File: config.mk
export PLATFORM = sky130hd
export DESIGN_NAME = seg7_scan_driver
export DESIGN_NICKNAME = d
export VERILOG_FILES = /design/src/rtl/seg7_scan_driver.sv
export SDC_FILE = /design/constraint.sdc
export NUM_CORES = 1
export LEC_CHECK = 0
export CAP_MARGIN = 40
export CORE_MARGIN = 8
export CORE_UTILIZATION = 35
export CTS_CLUSTER_SIZE = 24
export DETAILED_ROUTE_END_ITERATION = 8
export GPL_ROUTABILITY_DRIVEN = 0
export SLEW_MARGIN = 40
export SYNTH_ARGS = -nofsm -noshare
export SYNTH_HDL_FRONTEND = slang
export SYNTH_SLANG_ARGS = --single-unit
File: constraint.sdc
create_clock -name clk -period 2.7 [get_ports clk]
set_clock_uncertainty 0.05 [all_clocks]
set_input_delay 0.54 -clock clk [delete_from_list [all_inputs] [get_ports clk]]
set_output_delay 0.54 -clock clk [all_outputs]
set_load 0.005 [all_outputs]
File: src/rtl/seg7_scan_driver.sv
// Time-multiplexed driver for a 4-digit common-anode 7-segment display.
// Shows a per-frame snapshot of a 16-bit value as hex, with blanking, enables and decimal points.
module seg7_scan_driver #(
  parameter int SCAN_DIV  = 100000,
  parameter int BLANK_CYC = 2
) (
  input  logic        clk,
  input  logic        rst_n,
  input  logic [15:0] val,
  input  logic [3:0]  digit_en,
  input  logic [3:0]  dp_mask,
  input  logic        lz_en,
  output logic [3:0]  an,
  output logic [6:0]  seg,
  output logic        dp,
  output logic        frame_done
);

  localparam int PW = (SCAN_DIV > 1) ? $clog2(SCAN_DIV) : 1;

  logic [PW-1:0] r_presc;
  logic [1:0]    r_idx;
  logic [15:0]   r_shadow;
  logic [3:0]    r_an;
  logic [6:0]    r_seg;
  logic          r_dp;
  logic          r_frame_done;

  logic          w_tick;
  logic [3:0]    w_nib;
  logic          w_lz_blank;
  logic          w_dark;
  logic [6:0]    w_pat;

  function automatic logic [6:0] seg_pattern(input logic [3:0] nib);
    logic [6:0] p;
    case (nib)
      4'h0: p = 7'h3F;
      4'h1: p = 7'h06;
      4'h2: p = 7'h5B;
      4'h3: p = 7'h4F;
      4'h4: p = 7'h66;
      4'h5: p = 7'h6D;
      4'h6: p = 7'h7D;
      4'h7: p = 7'h07;
      4'h8: p = 7'h7F;
      4'h9: p = 7'h6F;
      4'hA: p = 7'h77;
      4'hB: p = 7'h7C;
      4'hC: p = 7'h39;
      4'hD: p = 7'h5E;
      4'hE: p = 7'h79;
      default: p = 7'h71;
    endcase
    return p;
  endfunction

  assign w_tick = (r_presc == PW'(SCAN_DIV - 1));
  assign w_nib  = r_shadow[{r_idx, 2'b00} +: 4];
  assign w_pat  = seg_pattern(w_nib);

  // A digit is a leading zero when it and every more-significant nibble are zero; digit 0 always shows.
  always_comb begin
    w_lz_blank = 1'b0;
    case (r_idx)
      2'd1:    w_lz_blank = (r_shadow[15:4]  == 12'h000);
      2'd2:    w_lz_blank = (r_shadow[15:8]  == 8'h00);
      2'd3:    w_lz_blank = (r_shadow[15:12] == 4'h0);
      default: w_lz_blank = 1'b0;
    endcase
  end

  assign w_dark = (r_presc < PW'(BLANK_CYC)) || !digit_en[r_idx] || (lz_en && w_lz_blank);

  always_ff @(posedge clk) begin
    if (!rst_n) begin
      r_presc      <= '0;
      r_idx        <= 2'd0;
      r_shadow     <= 16'h0000;
      r_an         <= 4'hF;
      r_seg        <= 7'h7F;
      r_dp         <= 1'b1;
      r_frame_done <= 1'b0;
    end else begin
      r_frame_done <= 1'b0;
      if (w_tick) begin
        r_presc <= '0;
        r_idx   <= r_idx + 2'd1;
        if (r_idx == 2'd3) begin
          r_shadow     <= val;
          r_frame_done <= 1'b1;
        end
      end else begin
        r_presc <= r_presc + PW'(1);
      end

      // Output register reflects the slot state before this edge's update.
      if (w_dark) begin
        r_an  <= 4'hF;
        r_seg <= 7'h7F;
        r_dp  <= 1'b1;
      end else begin
        r_an  <= ~(4'b0001 << r_idx);
        r_seg <= ~w_pat;
        r_dp  <= ~dp_mask[r_idx];
      end
    end
  end

  assign an         = r_an;
  assign seg        = r_seg;
  assign dp         = r_dp;
  assign frame_done = r_frame_done;

endmodule

==> flow_summary.ini, run 1 <==
[hold_path]
holdCritPathClass = flop to flop
hold_end = r_shadow[3]$_SDFFE_PN0P_
holdPathStages = 2
min_from = r_shadow[3]$_SDFFE_PN0P_

[clocking]
clock_latency_ns = 0.30
cts.sinks = 48
post_cts_buffers = 0
numCtsBuffers = 5
cts_tree = yes
clk_pin_slew_ns = 0.09
root_buffer = clkbuf_8
clock_path_buffers = 2
cts_max_level = 2
postCtsHoldBufs = 0
cts_resized = 0

[critical_path]
crit_chain = mux4_2 -> inv_1 -> ha_1 -> inv_1 -> mux2i_1 -> a32oi_1 -> nand3_1
ff2ff_path_depth = 7
worstReg2RegEnd = seg[1]$_SDFF_PP1_
critPathBufInv = 2
worst_setup_path_start_kind = flop
crit_path_frequent_cell = inv_1
cpLargestDelayFamily = multiplexers
cp.arrival_ns = 2.33
cp_max_fo = 10
r2r_start = r_idx[0]$_SDFFE_PN0N_
slowest_delay_ns = 0.64
critPathRequiredTime_ns = 2.82
critPathSlowestCell = dfxtp_1
critPathKind = flop to flop
end_kind = flop
reg2reg_setup_slack_ns = 0.49

[yosys]
synth_fp_nets = 298
ys_seq_area_share_pct = 39.6
yosys_warnings = 0
synth-seq-cells = 48
synth.distinct_cells = 41
synth-edff-count = 0
syn_area_per_cell_um2 = 9.32
ys_top_cells_by_area = dfxtp_1 (40%), ha_1 (5.7%), nand4_1 (5.7%)
synth_area_leader_cell = dfxtp_1
ys_top_cells_by_count = dfxtp_1 (48), a21oi_1 (24), nand4_1 (22)
async_reset_ff_share_pct = 0
synthFlopType = dfxtp_1
syn_area_um2 = 2420
synth_most_common_cell = dfxtp_1
synth_top_area_share_pct = 39.6
syn_inst = 260

[floorplan]
coreArea_um2 = 6760
io_pins = 40
rows = 30
die_x_um = 99.2
die_area_um2 = 9840
initial_core_util_pct = 35.9
die_y_um = 99.2

[power_and_ir_drop]
power.leakage_nw = 0.927
p_per_area_nw_per_um2 = 419
ir_drop_mv = 0.190

[drt]
drt_iter0_markers = 97
final_antenna_net_count = 0
via_count = 2029
wl_um = 5660
drc_errors = 0
firstDrtPassIters = 4
wire_per_inst_um = 15.2
post_drt_via_cell_ratio = 5.44

[timing]
finalSetupViolCount = 0
hold_viol = 0
period_share_pct = 81.9
period_minus_slack_ns = 2.21
setup_ws_ns = 0.489
rsz0062_at_grt = no
hold_ws_ns = 0.436
worst_pin_slew_ns = 0.620
relSlewSlack_pct = 58.6
timing.fmax_ghz = 0.452
maxSlewViolCount = 0
tns_ns = 0

[global_routing]
grt_max_degree = 22
gr-usage-all-layers_pct = 12.1
antenna_found_initial = 0
overflow = 0
grt_pass1_vias = 2017
grt_pass1_wl_um = 9880

[finish]
drive_gt1_share_pct = 10.9
area_growth_pct = 21.7
nFillCells = 659
multi_input_area_um2 = 1330
final_util_pct = 43.7
fin_cells = 373
final-seq-area_um2 = 961
antenna_cells = 0
finalNetCount = 330

[run_status]
status = completed

[placed_design]
hpwl_um = 4170
placedCellCount = 365
pre_cts_ws_ns = 0.482
portBuffers = 39

[job]
maxCapViolCount = 0
[report_power, final]
part / internal, W / switching, W / total [W]
Sequential: 0.000717 / 0.00000720 / 0.000724
Combinational: 0.0000551 / 0.0000381 / 0.0000932
Clock: 0.000185 / 0.000233 / 0.000418
[worst register-to-register path: stages (launching register included)]
cell and delay, ns:
dfxtp_1 0.64, mux4_2 0.63, inv_1 0.14, ha_1 0.24, inv_1 0.07, mux2i_1 0.06
a32oi_1 0.16, nand3_1 0.09
[worst max path at each step]
stage                                start                        end  slack (ns)  cells after the start
floorplan           r_presc[11]$_SDFF_PP0_  r_shadow[10]$_SDFFE_PN0P_        0.66                      6
global placement     r_idx[0]$_SDFFE_PN0N_          seg[6]$_SDFF_PP1_        0.52                      5
CTS                  r_idx[0]$_SDFFE_PN0N_          seg[1]$_SDFF_PP1_        0.46                      7
global route         r_idx[0]$_SDFFE_PN0N_          seg[0]$_SDFF_PP1_        0.30                      6
finish               r_idx[0]$_SDFFE_PN0N_          seg[1]$_SDFF_PP1_        0.49                      7
detailed placement   r_idx[0]$_SDFFE_PN0N_          seg[1]$_SDFF_PP1_        0.48                      7
[cell type report]
type / count / area share, %
Clock buffer: 7 / 2.59
Clock inverter: 1 / 0.297
Inverter: 13 / 1.65
Multi-Input combinational cell: 180 / 45.0
Sequential cell: 48 / 32.6
Tap cell: 80 / 3.39
Timing Repair Buffer: 44 / 14.5
[flip-flops by register name (all words and copies together), names as in the netlist]
signal / cells
an: 4
dp: 1
frame_done: 1
r_idx: 2
r_presc: 17
r_shadow: 16
seg: 7
[cell usage in the layout, fill, tap and decap left out, drive strengths merged, types with 2 or more instances in the layout]
cell,netlist,final
a21oi,24,24
buf,7,5
clkbuf,12,7
clkdlybuf4s50,0,39
clkinv,1,2
dfxtp,48,48
ha,11,11
inv,12,12
mux2,2,2
mux2i,3,3
mux4,6,6
nand2,8,8
nand3,16,16
nand4,22,22
nand4b,3,3
nor2,16,16
nor3,3,3
nor4,6,6
o2111ai,2,2
o21ai,8,8
o31ai,16,16
or3,7,7
or4,5,5
xnor2,5,5
xor2,6,6
[layer usage]
layer | share of wire (%) | GRT usage (%) | wire (um) | vias to the layer above
met1 | 49 | 15.8 | 2790 | 942
met5 | 0 | 0 | 0 | -
met4 | 2.2 | 4.31 | 123 | 0
met2 | 44 | 18.5 | 2520 | 43
met3 | 3.9 | 3.42 | 223 | 10
li1 | - | - | - | 1034
[cell families (layout without fill, tap and decap cells)]
logic type	after synthesis	after routing	synth area share, %
adders and majority gates	11	11	5.68
DFF	48	48	39.6
muxes	11	11	7.74
and+or+nand+nor	92	92	21.6
AOI/OAI and AO/OA	55	55	15.6
buffers and inverters	32	65	5.78
xor gates and xnor gates	11	11	3.98
[per-stage QoR]
step	instance area, um^2	total power, W
6_report	2950	0.00124
3_3_place_gp	2870	0.000834
4_1_cts	2950	0.00125
3_5_place_dp	2870	0.000835
2_1_floorplan	2420	0.000774
5_1_grt	2950	0.00129
(Power assumes the default switching activity.)
==> run 2: changes to the inputs <==
clock period = 2.3 ns   (was 2.7 ns; I/O delays follow)
==> run 2 against run 1 <==
Compared with the run above: maximum frequency up 2.5%; clock power up 44%; global-route usage down 0.47 points; first-iteration DRC count down 1.0%; total power up 27%; count of clock-buffer cells in the layout down 1; critical path type unchanged; via count up 1.3%; critical path depth down 3.
==> flow_summary.ini, run 2 (synthesis results as in run 1) <==
[run_status]
status = completed

[global_routing]
grt_pass1_vias = 1987
grt_pass1_wl_um = 9540
met3_usage_pct = 2.65
overflow = 0
grt_util_met2_pct = 18.5
antenna_found_initial = 0
gr-usage-all-layers_pct = 11.6
grt_max_degree = 22
grt_busiest_layer = met2
grt_use_met1_pct = 15.0

[timing]
timing.fmax_ghz = 0.464
hold_viol = 0
worst_pin_slew_ns = 0.493
period_share_pct = 93.8
period_minus_slack_ns = 2.16
maxSlewViolCount = 0
setup_ws_ns = 0.143
finalSetupViolCount = 0
tns_ns = 0
relSlewSlack_pct = 67.1
rsz0062_at_grt = no

[critical_path]
crit_chain = or4_4 -> or4_4 -> o22a_1 -> nand4b_1
critPathSlowestCell = or4_4
reg2reg_setup_slack_ns = 0.14
critPathRequiredTime_ns = 2.48
cp_max_fo = 21
ff2ff_path_depth = 4
worst_setup_path_start_kind = flop
crit_path_frequent_cell = or4_4
critPathKind = flop to flop
r2r_start = r_presc[11]$_SDFF_PP0_
slowest_delay_ns = 0.59
worstReg2RegEnd = seg[4]$_SDFF_PP1_
cpLargestDelayFamily = simple AND/OR/NAND/NOR gates
end_kind = flop
cp.arrival_ns = 2.34
critPathBufInv = 0

[finish]
finalNetCount = 335
largest_register_ffs = 17
antenna_cells = 0
final-seq-area_um2 = 961
top_register = r_presc
drive_gt1_share_pct = 12.8
nFillCells = 657
layout_common_cells = dfxtp_1 (48), clkdlybuf4s50_1 (39), a21oi_1 (24)
multi_input_area_um2 = 1330
final_common_cell = dfxtp_1
area_growth_pct = 24.7
fin_area_um2 = 3020

[clocking]
post_cts_buffers = 0
clock_latency_ns = 0.29
clock_path_buffers = 2
cts_tree = yes
numCtsBuffers = 5
cts_max_level = 2
cts.sinks = 48
root_buffer = clkbuf_8
postCtsHoldBufs = 0
cts_resized = 0
clk_pin_slew_ns = 0.09

[floorplan]
die_area_um2 = 9840
io_pins = 40
coreArea_um2 = 6760
die_y_um = 99.2
initial_core_util_pct = 35.9
rows = 30
die_x_um = 99.2

[drt]
final_antenna_net_count = 0
wl_um = 5700
via_count = 2055
wire_per_inst_um = 15.1
drt_iter0_markers = 96
drc_errors = 0
post_drt_via_cell_ratio = 5.44
firstDrtPassIters = 4

[job]
maxCapViolCount = 0

[hold_path]
holdPathStages = 2
hold_end = r_shadow[1]$_SDFFE_PN0P_
holdCritPathClass = flop to flop
min_from = r_shadow[1]$_SDFFE_PN0P_

[power_and_ir_drop]
power.leakage_nw = 0.969
p_per_area_nw_per_um2 = 519
ir_drop_mv = 0.299

[placed_design]
pre_cts_ws_ns = 0.134
place_area_um2 = 2920
portBuffers = 39
hpwl_um = 4150
run 2: worst reg2reg max path: stages (launching register included):
cell and delay, ns:
dfxtp_1 0.35, or4_4 0.54, or4_4 0.59, o22a_1 0.39, nand4b_1 0.18
run 2: per-layer routing:
metal / vias to the layer above / part of all wire [%] / wire length (um)
met5: - / 0 / 0
met4: 0 / 1.3 / 76
met3: 9 / 3.9 / 221
met2: 42 / 46 / 2640
met1: 963 / 48 / 2760
li1: 1041 / - / -
run 2: how the worst max path moves through the flow:
stage,startpoint,endpoint,slack [ns],cells past startpoint
6_report,r_presc[11]$_SDFF_PP0_,seg[4]$_SDFF_PP1_,0.14,4
5_1_grt,r_presc[11]$_SDFF_PP0_,seg[3]$_SDFF_PP1_,0.05,4
4_1_cts,r_presc[11]$_SDFF_PP0_,seg[4]$_SDFF_PP1_,0.12,4
3_5_place_dp,r_presc[11]$_SDFF_PP0_,seg[4]$_SDFF_PP1_,0.13,4
3_3_place_gp,r_presc[11]$_SDFF_PP0_,seg[3]$_SDFF_PP1_,0.17,4
2_1_floorplan,r_presc[11]$_SDFF_PP0_,r_shadow[10]$_SDFFE_PN0P_,0.26,6
run 2: through the flow:
| step | total power (W) | hold slack, ns | instances | utilization [%] |
|---|---|---|---|---|
| floorplan | 0.000908 | 0.391 | 260 | - |
| global placement | 0.000987 | 0.413 | 370 | 43.1 |
| detailed placement | 0.000989 | 0.419 | 370 | 43.1 |
| CTS | 0.00158 | 0.434 | 378 | 44.7 |
| global route | 0.00163 | 0.454 | 378 | 44.7 |
| finish | 0.00157 | 0.431 | 378 | 44.7 |
run 2: area by class of cell:
cell class	count	share of cell area (%)
clock inverter	2	1.16
inverter	13	1.61
timing repair buffer	49	15.8
sequential	48	31.8
tap	80	3.31
clock buffer	6	2.40
multi-input combinational	180	43.9
run 2: power breakdown:
part           switching (W)  leakage [nW]  internal, W
Sequential        0.00000572         0.388     0.000842
Clock               0.000279        0.0552     0.000323
Combinational      0.0000476         0.525    0.0000718
